==> config.mk <==
export PLATFORM = sky130hd
export DESIGN_NAME = bijiao_paixu_ctrl
export DESIGN_NICKNAME = d
export VERILOG_FILES = /design/src/rtl/bijiao_pkg.sv /design/src/rtl/bijiao_cell.sv /design/src/rtl/bijiao_paixu_ctrl.sv
export SDC_FILE = /design/constraint.sdc
export NUM_CORES = 1
export LEC_CHECK = 0
export CELL_PAD_IN_SITES_DETAIL_PLACEMENT = 1
export CELL_PAD_IN_SITES_GLOBAL_PLACEMENT = 1
export CORE_UTILIZATION = 30
export CTS_CLUSTER_DIAMETER = 120
export CTS_CLUSTER_SIZE = 30
export DETAILED_ROUTE_END_ITERATION = 12
export GPL_TIMING_DRIVEN = 0
export PLACE_DENSITY = 0.62
export RECOVER_POWER = 50
export SLEW_MARGIN = 20
export SYNTH_ARGS = -nofsm -noshare
export SYNTH_HDL_FRONTEND = slang
export SYNTH_SLANG_ARGS = --single-unit
==> constraint.sdc <==
create_clock -name clk -period 4.1 [get_ports clk]
set_clock_uncertainty 0.05 [all_clocks]
set_input_delay 0.82 -clock clk [delete_from_list [all_inputs] [get_ports clk]]
set_output_delay 0.82 -clock clk [all_outputs]
set_load 0.05 [all_outputs]
==> src/rtl/bijiao_pkg.sv <==
// Shared constants and state encoding for the time-shared comparator sorter.
package bijiao_pkg;
    localparam int DEF_W = 4;
    localparam int DEF_N = 4;

    typedef enum logic [1:0] {
        ST_LOAD  = 2'd0,
        ST_SORT  = 2'd1,
        ST_DRAIN = 2'd2
    } state_t;
endpackage

==> src/rtl/bijiao_cell.sv <==
// Unsigned W-bit magnitude comparator; exactly one of xgy/xsy/xey is high.
module bijiao_cell #(
    parameter int W = 4
) (
    input  logic [W-1:0] x,
    input  logic [W-1:0] y,
    output logic         xgy,
    output logic         xsy,
    output logic         xey
);
    assign xgy = (x > y);
    assign xsy = (x < y);
    assign xey = (x == y);
endmodule

==> src/rtl/bijiao_paixu_ctrl.sv <==
// Loads an N-word frame, bubble-sorts it in place with one shared comparator
// (one compare per cycle), then streams the sorted frame out.
module bijiao_paixu_ctrl
    import bijiao_pkg::*;
#(
    parameter int W = DEF_W,
    parameter int N = DEF_N
) (
    input  logic         clk,
    input  logic         rst,
    input  logic         desc,
    input  logic         in_valid,
    output logic         in_ready,
    input  logic [W-1:0] in_data,
    output logic         out_valid,
    input  logic         out_ready,
    output logic [W-1:0] out_data,
    output logic         out_last,
    output logic         busy
);
    localparam int IW = $clog2(N);
    localparam logic [IW-1:0] LAST_I = IW'(N - 2);
    localparam logic [IW-1:0] LAST_W = IW'(N - 1);

    state_t                r_state;
    logic [IW-1:0]         r_wr, r_i, r_rd, r_pass;
    logic                  r_swapped, r_desc;
    logic [N-1:0][W-1:0]   r_buf;

    logic [IW-1:0] w_i1;
    logic [W-1:0]  w_x, w_y;
    logic          w_xgy, w_xsy, w_xey, w_swap;

    assign w_i1 = r_i + 1'b1;
    assign w_x  = r_buf[r_i];
    assign w_y  = r_buf[w_i1];

    bijiao_cell #(.W(W)) u_cell (
        .x   (w_x),
        .y   (w_y),
        .xgy (w_xgy),
        .xsy (w_xsy),
        .xey (w_xey)
    );

    // Equal words never swap, which keeps the sort stable.
    assign w_swap = !w_xey && (r_desc ? w_xsy : w_xgy);

    always_ff @(posedge clk or posedge rst) begin
        if (rst) begin
            r_state   <= ST_LOAD;
            r_wr      <= '0;
            r_i       <= '0;
            r_rd      <= '0;
            r_pass    <= '0;
            r_swapped <= 1'b0;
            r_desc    <= 1'b0;
            r_buf     <= '0;
        end else begin
            case (r_state)
                ST_LOAD: begin
                    if (in_valid) begin
                        r_buf[r_wr] <= in_data;
                        if (r_wr == '0) r_desc <= desc;
                        if (r_wr == LAST_W) begin
                            r_state   <= ST_SORT;
                            r_i       <= '0;
                            r_swapped <= 1'b0;
                            r_pass    <= '0;
                        end else begin
                            r_wr <= r_wr + 1'b1;
                        end
                    end
                end
                ST_SORT: begin
                    if (w_swap) begin
                        r_buf[r_i]  <= w_y;
                        r_buf[w_i1] <= w_x;
                    end
                    if (r_i != LAST_I) begin
                        r_i <= w_i1;
                        if (w_swap) r_swapped <= 1'b1;
                    end else if ((r_swapped || w_swap) && (r_pass != LAST_I)) begin
                        // Pass index N-2 is the (N-1)th pass; bubble sort is done by then.
                        r_i       <= '0;
                        r_swapped <= 1'b0;
                        r_pass    <= r_pass + 1'b1;
                    end else begin
                        r_state <= ST_DRAIN;
                        r_rd    <= '0;
                    end
                end
                ST_DRAIN: begin
                    if (out_ready) begin
                        if (r_rd == LAST_W) begin
                            r_state <= ST_LOAD;
                            r_wr    <= '0;
                        end else begin
                            r_rd <= r_rd + 1'b1;
                        end
                    end
                end
                default: r_state <= ST_LOAD;
            endcase
        end
    end

    assign in_ready  = (r_state == ST_LOAD);
    assign busy      = (r_state != ST_LOAD);
    assign out_valid = (r_state == ST_DRAIN);
    assign out_data  = r_buf[r_rd];
    assign out_last  = (r_state == ST_DRAIN) && (r_rd == LAST_W);
endmodule

After elaboration in Yosys (flattened, before gate mapping)
Cells that the tools add are included.

Add/sub/neg operators: 4. $lt $le $gt $ge: 9. Equal/unequal tests: 19. Multiplexer cells: 48. Reduce and logical (&&, ||, !) cells: 22.

Operator list (count): $bwmux 16 (3); $mux 2 (18); $mux 16 (2); $pmux 16 s2 (1); $bmux 4 s2 (3); $demux 4 s2 (3); $mux 4 (6); $reduce_and 5->1 (4); $ne 2x2->1 const B (9); $pmux 2 s2 (4); $lt 2x3->1 const B (4); $add 2x1->2 const B (4); $reduce_bool 2->1 (4); $eq 2x2->1 const B (3); $ge 2x1->1 const B (3); $logic_and 1x1->1 (6); $mux 1 (6); $ne 2x1->1 const B (3); $ne 3x3->1 const B (2); $pmux 2 s3 (1); $reduce_and 3->1 (2); $reduce_and 6->1 (1); $eq 4x4->1 (1); $gt 4x4->1 (1); 7 further kinds (8).

Register bits: 28. Bits of input ports: 9. Output and inout port bits: 8. Word-level logic and storage cells: 113.

Depth between registers and ports, before layout
Gate-level depths: netlist (run 1).

Depth in word-level cells: 11. Gate-level depth with buffers: 12. Gate-level depth less buffers: 11.

Cells and area by module
A second synthesis (run 1) with hierarchy kept.

Cell total of the unflattened synthesis: 211. Area total of the unflattened synthesis: 2158.3 um^2.

By module, submodules not included: bijiao_paixu_ctrl (instances 1, cells an instance 195, area each 2029.4 um^2, seq. area each 700.7 um^2); bijiao_cell (instances 1, cells an instance 16, area each 128.9 um^2, seq. area each 0.0 um^2).

Least setup slack after synthesis (run 1)
Ideal clock, no wire load.

Path kind: register -> register. Start: register r_i[0]. End: register r_buf[0] (netlist bit). Setup time: 125 ps. Data arrival time: 3338 ps. Required time: 3925 ps. Slack: 587 ps. Cell stages (with the launch flop): 12. Path buffers: 1. Cell sequence: dfrtp_1 buf_2 inv_1 ha_1 mux4_2 inv_1 ha_1 o211a_1 or3_4 a41oi_4 nor3_4 mux2_4.

Cells in the longest elaborated chain, start to end: 8.

Ends and longest elaborated chain: from (decl) (RTL line bijiao_paixu_ctrl.sv:26) `logic [IW-1:0] r_wr, r_i, r_rd, r_pass;`; from (signal assigned) (RTL line bijiao_paixu_ctrl.sv:81) `r_i <= w_i1;`; $add 2x1->2 (tied with other cells) (RTL line bijiao_paixu_ctrl.sv:34) `assign w_i1 = r_i + 1'b1;`; $bmux 4 s2 (tied with other cells) (RTL line bijiao_paixu_ctrl.sv:36) `assign w_y = r_buf[w_i1];`; $mux 4 (implied by the code) (tied with other cells) (RTL line bijiao_paixu_ctrl.sv:36); $gt 4x4->1 (tied with other cells) (RTL line bijiao_cell.sv:11) `assign xgy = (x > y);`; $mux 1 (tied with other cells) (RTL line bijiao_paixu_ctrl.sv:47) `assign w_swap = !w_xey && (r_desc ? w_xsy : w_xgy);`; $logic_and 1x1->1 / $bwmux 16 (equally long branches) (RTL line bijiao_paixu_ctrl.sv:47, bijiao_paixu_ctrl.sv:78); $ne 2x2->1 (no source line) / $mux 16 (equally long branches); $reduce_and 3->1 (no source line) / $pmux 16 s2 (equally long branches); to (signal, indexed assignment) (RTL line bijiao_paixu_ctrl.sv:63) `r_buf[r_wr] <= in_data;`; to (signal, indexed assignment) (RTL line bijiao_paixu_ctrl.sv:77) `r_buf[r_i] <= w_y;`; to (signal, indexed assignment) (RTL line bijiao_paixu_ctrl.sv:78) `r_buf[w_i1] <= w_x;`; to (decl) (RTL line bijiao_paixu_ctrl.sv:28) `logic [N-1:0][W-1:0] r_buf;`.

Parallel ways exist; a longest one is shown, timed or not. The select of a mux whose other input is x is not followed. A chain may end at the register's enable or synchronous reset.

Final worst setup path (run 1)
Start: register r_i[0]. End: register r_buf[6] (netlist bit).

The elaborated chain is that of the path after synthesis.

==> impl_results.md, run 1 <==
- Outcome: completed
- Seq/Total Area, Yosys: between 30% and 40%
- Critical Path RT: 4240 ps
- Die height: 90.1 um
- Fin. max-slew vios: 0
- Port Buf Inserts: 16
- Delay-heaviest family, CP: multiplexers
- Row cnt: 31
- GR Overflow Total: 0
- WP data arrival: 4010 ps
- Max H-tree Level: 1
- Via count: 1842
- Final ANT Viol Nets: 0
- Syn avg cell area: 10.4 sq um
- Hold Path Class: reg2reg
- Post-synth cell types: 37
- Worst path max stage delay: 610 ps
- CP Cell Sequence: buf_4, inv_1, ha_1, mux4_2, inv_1, ha_1, a21oi_1, inv_1, or3_4, a41oi_4, nor3_4, buf_4, mux2_4
- Most frequent CP cell: inv_1
- DP HPWL: ~4800 um
- Max clock buf depth: 2
- Root buf cell: clkbuf_8
- Global-route wire length before repair: about 11000 um
- Final nets: 272
- Placer Congestion: approximately 0.8
- DRC: 0
- Max FO, Critical Path: 9
- Setup TNS: 0 ps
- WL/cell: ~18 um
- DRT Wirelength: roughly 6300 um
- Worst-Margin Slew: 1170 ps
- Clk_lat worst skew: 290 ps
- Die ar.: slightly above 0.008 sq mm
- Buf/Inv on CP: 5
- Total clock sinks: 28
- Cells after Synth: 223
- Vias in the first global route: just under 2000
- Ports: 17
- Mapped Area: 0.00233 sq mm
- CTS tree: done
- Initial drt markers: 94
- CTS Buf Count: 3
- Area Overhead vs Synth: 16.7%
- Setup CP Type: reg2reg
- Worst path slowest cell: mux4_2
- Slew HR: 22.1%
- Final Hold Viols: 0
- Final setup violation count: 0
- Maxcap violations: 0
- Period minus WS final: 3870 ps
- Antenna diodes: 0
- Drt pass-1 iters: 4
- Setup crit start kind: flop
- Clk slew on worst S/H paths: 120 ps
- Die X: 90.1 um
- Hold Buf Count CTS: 0
- Filler cell count: 854
- RSZ-0062 raised after global routing: false
- Yosys warns: 0
- Largest net degree at the start of global routing: 29
- Initial antenna violation count: 0
- CP Capture Type: flop
- Tot GR Track Use: 16.7%
- Synth Net Count: 249
- Share of layout cells above drive strength 1: 20.4%
- Initial core utilization: between 30% and 40%
- Synth Register Bits: 28
- Final period util: 94.4%
- Core footprint: about 0.0074 sq mm
- Peak Freq: 0.258 GHz
- Vias per Instance: 5.35
final cells by class:
class                   instances  area [sq um]  area share, %
plain buffers                  10          43.8           1.61
clock buffers                   3          41.3           1.52
clock inverters                 1          30.0           1.10
inverters                      15          56.3           2.07
multi-input cells             170          1530           56.4
flip-flops and latches         28           701           25.8
well taps                      99           124           4.56
repair buffers                 18           188           6.91
cells in the final DEF (no fill, tap or decap), types with 2 or more instances in the layout:
master	count
dfrtp_1	28
nor2_1	23
a21oi_1	21
ha_1	17
a221oi_1	16
inv_1	15
nand2_1	13
clkdlybuf4s50_1	13
mux4_2	12
mux2_4	12
clkbuf_1	7
nor2b_1	7
mux2_2	7
nand2b_1	5
nor3_1	4
nor3_4	4
clkbuf_8	3
dlygate4sd3_1	3
and2_1	2
buf_4	2
o211a_1	2
nand4_1	2
o31ai_1	2
buf_2	2
o21ai_0	2
nand3_1	2
mux2i_1	2
Yosys cell counts, drive strengths merged:
library cell / instances / area [sq um]
nand2: 13 / 48.8
mux4: 12 / 270
clkbuf: 6 / 22.5
nand3: 2 / 10.0
nor3: 9 / 90.1
o21a: 1 / 7.51
nand2b: 5 / 31.3
a22o: 1 / 8.76
a221oi: 16 / 140
mux2i: 2 / 20.0
o211a: 2 / 20.0
buf: 4 / 20.0
and2: 2 / 12.5
ha: 17 / 213
o31ai: 2 / 15.0
or3: 1 / 11.3
dfrtp: 28 / 701
nand4: 2 / 12.5
nor4b: 1 / 8.76
nor2: 23 / 86.3
a21o: 1 / 7.51
a21oi: 21 / 105
nor2b: 7 / 43.8
or3b: 1 / 8.76
a31o: 1 / 8.76
a311oi: 1 / 8.76
inv: 15 / 56.3
mux2: 19 / 259
a41oi: 2 / 36.3
o221a: 1 / 11.3
nand4b: 1 / 8.76
a311o: 1 / 10.0
o21ai: 3 / 15.0
worst reg2reg max path: stages, from the launching register on:
cell and delay, ps:
dfrtp_1 470, buf_4 250, inv_1 120, ha_1 420
mux4_2 610, inv_1 90, ha_1 250, a21oi_1 160
inv_1 110, or3_4 350, a41oi_4 360, nor3_4 70
buf_4 170, mux2_4 300
sequential cells by signal, indices dropped and copies added, names as in the netlist:
name	count
r_wr	2
r_desc	1
r_rd	2
r_swapped	1
r_pass	2
r_buf	16
r_state	2
r_i	2
worst paths after layout:
kind	start	end	slack (ps)	depth (start not counted)
max in group asynchronous	rst	r_wr[1]	2080	2
min	r_pass[0]	r_pass[0]	430	1
max	r_i[0]	r_buf[6]	230	13
min in group asynchronous	rst	r_buf[14]	1210	2
max reg2reg	r_i[0]	r_buf[6]	230	13
min reg2reg	r_pass[0]	r_pass[0]	430	1
what timing repair did:
action / in CTS / in global routing
setup endpoints to repair: 0 / 18
gates resized for setup: 0 / 3
buffers inserted: 0 / 2
hold endpoints to repair: 0 / 0
stage by stage:
| stage | utilization (%) | hold WS (ps) | area [sq um] | cells | setup slack (ps) |
|---|---|---|---|---|---|
| detailed placement | 35.4 | 424 | 2610 | 338 | 99.5 |
| global placement | 35.4 | 411 | 2610 | 338 | 191 |
| CTS | 36.4 | 439 | 2680 | 342 | 37.0 |
| floorplan | - | 395 | 2330 | 223 | 587 |
| finish | 36.9 | 434 | 2720 | 344 | 229 |
| global route | 36.9 | 471 | 2720 | 344 | 11.9 |
cell families after synthesis:
family	after synthesis	share of synthesized area [%]
buffers and inverters	25	4.24
flip-flops	28	30.1
adder cells (fa/ha/maj)	17	9.13
multiplexers	33	23.6
AND/OR/NAND/NOR	67	16.0
AO/OA/AOI/OAI	53	16.9
metal layers:
metal  vias to the layer above  global-route usage [%]  wire length (um)
met3                         4                    1.52               158
met4                         0                    4.03                54
met2                        29                    26.1              2940
li1                        883                       -                 -
met5                         -                       0                 0
met1                       926                    24.9              3160
Power of run 1 is not shown: default switching activity piles up to over one toggle a cycle in this logic, so the estimate is an artifact.
==> inputs of run 2 (changes only) <==
--- a/config.mk
+++ b/config.mk
@@ -8,6 +8,7 @@
 export CELL_PAD_IN_SITES_DETAIL_PLACEMENT = 1
 export CELL_PAD_IN_SITES_GLOBAL_PLACEMENT = 1
 export CORE_UTILIZATION = 30
+export CTS_BUF_LIST = sky130_fd_sc_hd__clkbuf_4 sky130_fd_sc_hd__clkbuf_8
 export CTS_CLUSTER_DIAMETER = 120
 export CTS_CLUSTER_SIZE = 30
 export DETAILED_ROUTE_END_ITERATION = 12
==> results of run 2 <==
Same layout as run 1: the final DEF is identical, and so are final timing and power.
Power of run 2 is left out for the same reason.
==> inputs of run 3 (changes only) <==
--- a/config.mk
+++ b/config.mk
@@ -5,6 +5,7 @@
 export SDC_FILE = /design/constraint.sdc
 export NUM_CORES = 1
 export LEC_CHECK = 0
+export CAP_MARGIN = 0
 export CELL_PAD_IN_SITES_DETAIL_PLACEMENT = 1
 export CELL_PAD_IN_SITES_GLOBAL_PLACEMENT = 1
 export CORE_UTILIZATION = 30
@@ -19,3 +20,4 @@
 export SYNTH_ARGS = -nofsm -noshare
 export SYNTH_HDL_FRONTEND = slang
 export SYNTH_SLANG_ARGS = --single-unit
+export TNS_END_PERCENT = 50
==> results of run 3 <==
Same layout as run 1: the final DEF is identical, and so are final timing and power.
Power of run 3 is left out for the same reason.
